`src/rtl/pipe_imem_prefetch_pkg.sv`:
```
// Shared types, constants and helpers for the instruction prefetch buffer.
// Also carries the core-wide `XLEN / `IMEM_NOP / `INSTR_ALIGN defaults when no config header was seen.
`ifndef XLEN
`define XLEN 32
`endif
`ifndef IMEM_NOP
`define IMEM_NOP 32'h0000_0013
`endif
`ifndef INSTR_ALIGN
`define INSTR_ALIGN 2
`endif

package pipe_imem_prefetch_pkg;

    localparam int XLEN = `XLEN;
    localparam logic [XLEN-1:0] IMEM_NOP   = `IMEM_NOP;
    localparam logic [XLEN-1:0] PC_STEP    = XLEN'(4);
    localparam logic [XLEN-1:0] ALIGN_MASK = ~XLEN'((1 << `INSTR_ALIGN) - 1);

    // One buffered instruction together with the PC it was fetched from.
    typedef struct packed {
        logic [XLEN-1:0] instr;
        logic [XLEN-1:0] pc;
    } fetch_entry_t;

    function automatic logic [XLEN-1:0] align_pc(input logic [XLEN-1:0] pc);
        return pc & ALIGN_MASK;
    endfunction

endpackage

```
`src/rtl/pipe_sync_fifo.sv`:
```
// Single-clock FIFO with synchronous clear and a combinational head output.
module pipe_sync_fifo #(
    parameter int WIDTH = 64,
    parameter int DEPTH = 4
) (
    input  logic                   clk,
    input  logic                   rst_n,
    input  logic                   push,
    input  logic                   pop,
    input  logic                   clear,
    input  logic [WIDTH-1:0]       wdata,
    output logic                   full,
    output logic                   empty,
    output logic [$clog2(DEPTH):0] count,
    output logic [WIDTH-1:0]       head
);

    localparam int AW = $clog2(DEPTH);
    localparam logic [AW:0] DEPTH_C = (AW+1)'(DEPTH);

    logic [WIDTH-1:0] mem [DEPTH];
    logic [AW-1:0]    rd_ptr;
    logic [AW-1:0]    wr_ptr;
    logic             do_push;
    logic             do_pop;

    assign empty   = (count == '0);
    assign full    = (count == DEPTH_C);
    assign do_pop  = pop && !empty;
    assign do_push = push && (!full || do_pop);
    assign head    = mem[rd_ptr];

    // NOTE: sequential state is updated with non-blocking assignments so every flop samples pre-edge values.
    always_ff @(posedge clk or negedge rst_n) begin
        if (!rst_n) begin
            rd_ptr <= '0;
            wr_ptr <= '0;
            count  <= '0;
        end else if (clear) begin
            rd_ptr <= '0;
            wr_ptr <= '0;
            count  <= '0;
        end else begin
            if (do_push) wr_ptr <= wr_ptr + AW'(1);
            if (do_pop)  rd_ptr <= rd_ptr + AW'(1);
            count <= count + (AW+1)'(do_push) - (AW+1)'(do_pop);
        end
    end

    // NOTE: the storage array is deliberately not reset; count gates every read, so stale words are never used.
    always_ff @(posedge clk) begin
        if (do_push) mem[wr_ptr] <= wdata;
    end

endmodule

```
`src/rtl/pipe_imem_prefetch.sv`:
```
// In-order instruction prefetch buffer feeding the Fetch stage from a variable-latency memory.
// Define PREFETCH_BYPASS_EN to forward a response straight to Fetch when the buffer is empty.
module pipe_imem_prefetch
    import pipe_imem_prefetch_pkg::*;
#(
    parameter int               DEPTH           = 4,
    parameter int               MAX_OUTSTANDING = 2,
    parameter logic [`XLEN-1:0] RESET_PC        = 32'h0000_0000
) (
    input  logic             i_clk,
    input  logic             i_rstn,
    output logic             o_imem_req_valid,
    input  logic             i_imem_req_ready,
    output logic [`XLEN-1:0] o_imem_req_addr,
    input  logic             i_imem_rsp_valid,
    input  logic [`XLEN-1:0] i_imem_rsp_data,
    output logic             o_instr_valid,
    output logic [`XLEN-1:0] o_instrF,
    output logic [`XLEN-1:0] o_PCF,
    output logic [`XLEN-1:0] o_PCPlus4F,
    input  logic             i_StallF,
    input  logic             i_redirect,
    input  logic [`XLEN-1:0] i_redirect_pc
);

    localparam int CW = $clog2(DEPTH) + 1;
    localparam logic [CW:0]   DEPTH_C   = (CW+1)'(DEPTH);
    localparam logic [CW-1:0] MAX_OUT_C = CW'(MAX_OUTSTANDING);

    logic            started;
    logic [XLEN-1:0] fetch_pc;
    logic [XLEN-1:0] rsp_pc;
    logic [XLEN-1:0] target_pc;
    logic [CW-1:0]   outstanding;
    logic [CW-1:0]   outstanding_next;
    logic [CW-1:0]   drop;
    logic [CW-1:0]   fifo_count;
    logic [CW:0]     occupancy;
    logic            accept;
    logic            drop_zero;
    logic            bypass;
    logic            fifo_push;
    logic            fifo_pop;
    logic            fifo_full;
    logic            fifo_empty;
    logic            head_valid;
    fetch_entry_t    rsp_entry;
    fetch_entry_t    fifo_head;
    fetch_entry_t    head_entry;

    // Words already promised to the buffer: live in-flight requests plus buffered entries.
    assign occupancy = {1'b0, outstanding} - {1'b0, drop} + {1'b0, fifo_count};

    assign o_imem_req_valid = started && !i_redirect && (occupancy < DEPTH_C) && (outstanding < MAX_OUT_C);
    assign o_imem_req_addr  = fetch_pc;
    assign accept           = o_imem_req_valid && i_imem_req_ready;
    assign outstanding_next = outstanding + CW'(accept) - CW'(i_imem_rsp_valid);
    assign target_pc        = align_pc(i_redirect_pc);
    assign drop_zero        = (drop == '0);
    assign rsp_entry        = '{instr: i_imem_rsp_data, pc: rsp_pc};

`ifdef PREFETCH_BYPASS_EN
    assign bypass = fifo_empty && drop_zero && !i_redirect && i_imem_rsp_valid;
`else
    assign bypass = 1'b0;
`endif

    // A bypassed word that Fetch takes immediately never needs a FIFO slot.
    assign fifo_push  = i_imem_rsp_valid && drop_zero && !i_redirect && !(bypass && !i_StallF);
    assign fifo_pop   = !fifo_empty && !i_StallF && !i_redirect;
    assign head_valid = !fifo_empty || bypass;
    assign head_entry = bypass ? rsp_entry : fifo_head;

    // NOTE: every always_comb output gets a default first so no path can infer a latch.
    always_comb begin
        o_instr_valid = head_valid;
        o_instrF      = IMEM_NOP;
        o_PCF         = rsp_pc;
        if (head_valid) begin
            o_instrF = head_entry.instr;
            o_PCF    = head_entry.pc;
        end
        o_PCPlus4F = o_PCF + PC_STEP;
    end

    always_ff @(posedge i_clk or negedge i_rstn) begin
        if (!i_rstn) begin
            started     <= 1'b0;
            fetch_pc    <= RESET_PC;
            rsp_pc      <= RESET_PC;
            outstanding <= '0;
            drop        <= '0;
        end else begin
            started     <= 1'b1;
            outstanding <= outstanding_next;
            if (i_redirect) begin
                fetch_pc <= target_pc;
                rsp_pc   <= target_pc;
                drop     <= outstanding_next;
            end else begin
                if (accept) fetch_pc <= fetch_pc + PC_STEP;
                if (i_imem_rsp_valid) begin
                    if (!drop_zero) drop   <= drop - CW'(1);
                    else            rsp_pc <= rsp_pc + PC_STEP;
                end
            end
        end
    end

    pipe_sync_fifo #(
        .WIDTH (2 * XLEN),
        .DEPTH (DEPTH)
    ) u_fifo (
        .clk   (i_clk),
        .rst_n (i_rstn),
        .push  (fifo_push),
        .pop   (fifo_pop),
        .clear (i_redirect),
        .wdata (rsp_entry),
        .full  (fifo_full),
        .empty (fifo_empty),
        .count (fifo_count),
        .head  (fifo_head)
    );

    a_no_overflow: assert property (@(posedge i_clk) disable iff (!i_rstn)
        !(fifo_push && fifo_full && !fifo_pop));

endmodule

```
`config.mk`:
```
export PLATFORM = sky130hd
export DESIGN_NAME = pipe_imem_prefetch
export DESIGN_NICKNAME = d
export VERILOG_FILES = /design/src/rtl/pipe_imem_prefetch_pkg.sv /design/src/rtl/pipe_sync_fifo.sv /design/src/rtl/pipe_imem_prefetch.sv
export SDC_FILE = /design/constraint.sdc
export NUM_CORES = 1
export LEC_CHECK = 0
export ABC_AREA = 1
export CORE_UTILIZATION = 33
export DETAILED_ROUTE_END_ITERATION = 8
export GPL_ROUTABILITY_DRIVEN = 0
export PLACE_DENSITY_LB_ADDON = 0.12
export SLEW_MARGIN = 20
export SYNTH_ARGS = -nofsm -noshare
export SYNTH_HDL_FRONTEND = slang
export SYNTH_SLANG_ARGS = --single-unit
```
`constraint.sdc`:
```
create_clock -name i_clk -period 10.2 [get_ports i_clk]
set_input_delay 2.04 -clock i_clk [delete_from_list [all_inputs] [get_ports i_clk]]
set_output_delay 2.04 -clock i_clk [all_outputs]
set_load 0.005 [all_outputs]
```
==> reports/results.ini <==
[global_route]
grt_max_degree = 83
overflow = 0
grt_pass1_vias = 12702
grt_usage = 0.194
grt_pass1_wl_um = 75300
antenna_found_initial = 0

[setup_path]
endpoint_kind = output port
crit_arrival_ns = 4.82
cp-start-kind = register
crit_fanout = 61
cp.required_ns = 8.16
critPathKind = register to output port

[floorplanning]
rows = 82
dieArea_um2 = 51400
die_h_um = 227
initial_core_util = 0.334
core_area_um2 = 50000
io_pins = 200
die_w_um = 227

[layout]
mostFrequentLayoutCells = 449 x nand2_1, 248 x edfxtp_1, 237 x nor2_1, 214 x inv_1, 190 x nand3_1
nets = 2135
antennaDiodeCount = 0
fillers = 4968
final_common_cell = nand2_1
fin_cells = 2747
layout-drive-gt1-share = 0.0713
area_growth_pct = 21.9

[cts]
root_buffer = clkbuf_16
cts-resized-gates = 0
cts_setup_buffers = 0
hold_buffers = 0
clock_latency_ns = 0.57
cts_tree = done
clock-sinks = 322
cts_buffers = 39
clk_pin_slew_ns = 0.06
clock_path_buffers = 3
cts_htree_levels = 2

[yosys]
yosysWarnings = 0
synthFlopType = edfxtp_1
synthAdderAreaFrac = 0.0176
synth-seq-cells = 322
synth.area.mux_share = 0
synthCells = 1876
avgSynthCellArea_um2 = 8.89
yosysSeqAreaShare = 0.558
synth_xor_area_frac = 0.0272
synth.cell_area_um2 = 16700
async_flop_share = 0.230
yosys.area_share.simple = 0.257
synth_edf_count = 248
yosysUniqueCellTypes = 44
synth-compound-area-share = 0.0615
synth_top_area_share = 0.447
synth.top_cells.by_area = edfxtp_1 45%, dfrtp_1 11%, nand2_1 10%
synth_top_area_cell = edfxtp_1
synth_top_family_by_area = simple AND/OR/NAND/NOR gates

[timing]
timing_max_transition_violations_final = 0
rsz0062_at_grt = false
period_share = 0.672
tightest_slew_ns = 1.04
fmax_mhz = 146
relSlewSlack = 0.303
clock_skew_ns = 0.0146
period_minus_slack_ns = 6.86
tns_ns = 0
hold_slack_ns = 0.553
hold_violations = 0
finalSetupViolations = 0

[detailed_routing]
wl_um = 49500
viasPerCell = 4.79
via_count = 13163
ant_nets = 0
drt_iter0_markers = 834
wire_per_inst_um = 18.0
drt_pass1_iterations = 7
remaining_drc_errors = 0

[job]
cap_violations = 0

[power_and_ir_drop]
p_leak_nw = 8.20
peakVddDrop_uv = 171
power_density_nw_per_um2 = 269

[placed_design]
dp.cells = 2675
dp_hpwl_um = 31400
port_buffers = 191

[worst_hold_path]
worstHoldPathType = register to register

[outcome]
status = finished clean

[through the flow]
stage	util	cell area, µm²	power (mW)	worst slack [ns]
after floorplan	-	16700	3.01	4.37
after global placement	0.382	19100	4.18	3.87
after detailed placement	0.382	19100	4.19	3.89
after CTS	0.407	20300	5.56	3.25
after global routing	0.407	20300	5.85	2.92
final	0.407	20300	5.48	3.34
[flip-flops by register name, indices dropped and copies added (netlist names)]
signal and count:
rsp_pc 30, u_fifo.mem 248, u_fifo.rd_ptr 2, drop 3, u_fifo.count 3, u_fifo.wr_ptr 2, o_imem_req_addr 30, outstanding 3
started 1
[cell usage after synthesis, drive strengths merged, types with 3 or more instances]
master and count:
nand2 479, nor2 262, edfxtp 248, inv 217
nand3 196, o21ai 88, dfrtp 74, buf 64
a21oi 58, xor2 36, nand4 25, nor3 22
clkbuf 19, ha 17, xnor2 15, o211ai 10
o311ai 8, a22oi 6, a31oi 6, nand3b 5
fa 4, o21bai 3, o31ai 3, or2 3
[critical path: stages, from the launching register on]
cell             delay [ns]
dfrtp_4                0.92
clkinv_2               0.83
nand2_1                0.22
nand3_1                0.08
nand2_1                0.08
nand2_1                0.06
nand2_2                0.17
ha_1                   0.38
nand3_2                0.25
nor2_2                 0.27
nand2_1                0.10
xor2_1                 0.27
clkdlybuf4s50_1        0.56
[routing by layer]
layer / global-route usage / wire length [µm] / up-vias
met1: 0.269 / 22800 / 6315
met2: 0.312 / 23300 / 290
li1: - / - / 6498
met3: 0.0280 / 2290 / 60
met4: 0.0593 / 1080 / 0
met5: 0 / 0 / -
[final timing paths]
path                                       start                   to  slack, ns  cells past startpoint
max in group asynchronous                 i_rstn     u_fifo.rd_ptr[0]       7.72                      2
worst min-delay path              outstanding[0]       outstanding[0]       0.55                      1
worst min register to register    outstanding[0]       outstanding[0]       0.55                      1
min in group asynchronous                 i_rstn  o_imem_req_addr[11]       1.36                      1
worst max register to register   u_fifo.count[1]              drop[2]       5.88                     20
worst max-delay path            u_fifo.rd_ptr[0]       o_PCPlus4F[16]       3.34                     12
[logic make-up after synthesis]
group,count (synthesis)
AND/OR/NAND/NOR,993
flip-flops,322
buffers and inverters,302
AO/OA/AOI/OAI,185
XOR/XNOR,51
adder cells (fa/ha/maj),21
other,2
[where the power goes]
| group | total (mW) | internal (mW) | switching (mW) |
|---|---|---|---|
| logic | 2.45 | 1.01 | 1.44 |
| clock network | 1.34 | 0.774 | 0.564 |
| registers | 1.69 | 1.53 | 0.160 |
[cell type report]
| type | count | area, µm² | area share |
|---|---|---|---|
| tap | 672 | 841 | 0.0413 |
| clock buffer | 52 | 1070 | 0.0529 |
| timing repair buffer | 205 | 2010 | 0.0988 |
| multi-input combinational | 1257 | 6110 | 0.300 |
| inverter | 219 | 833 | 0.0410 |
| sequential | 322 | 9300 | 0.458 |
| clock inverter | 20 | 164 | 0.00806 |
Power figures use the tool's default switching activity.
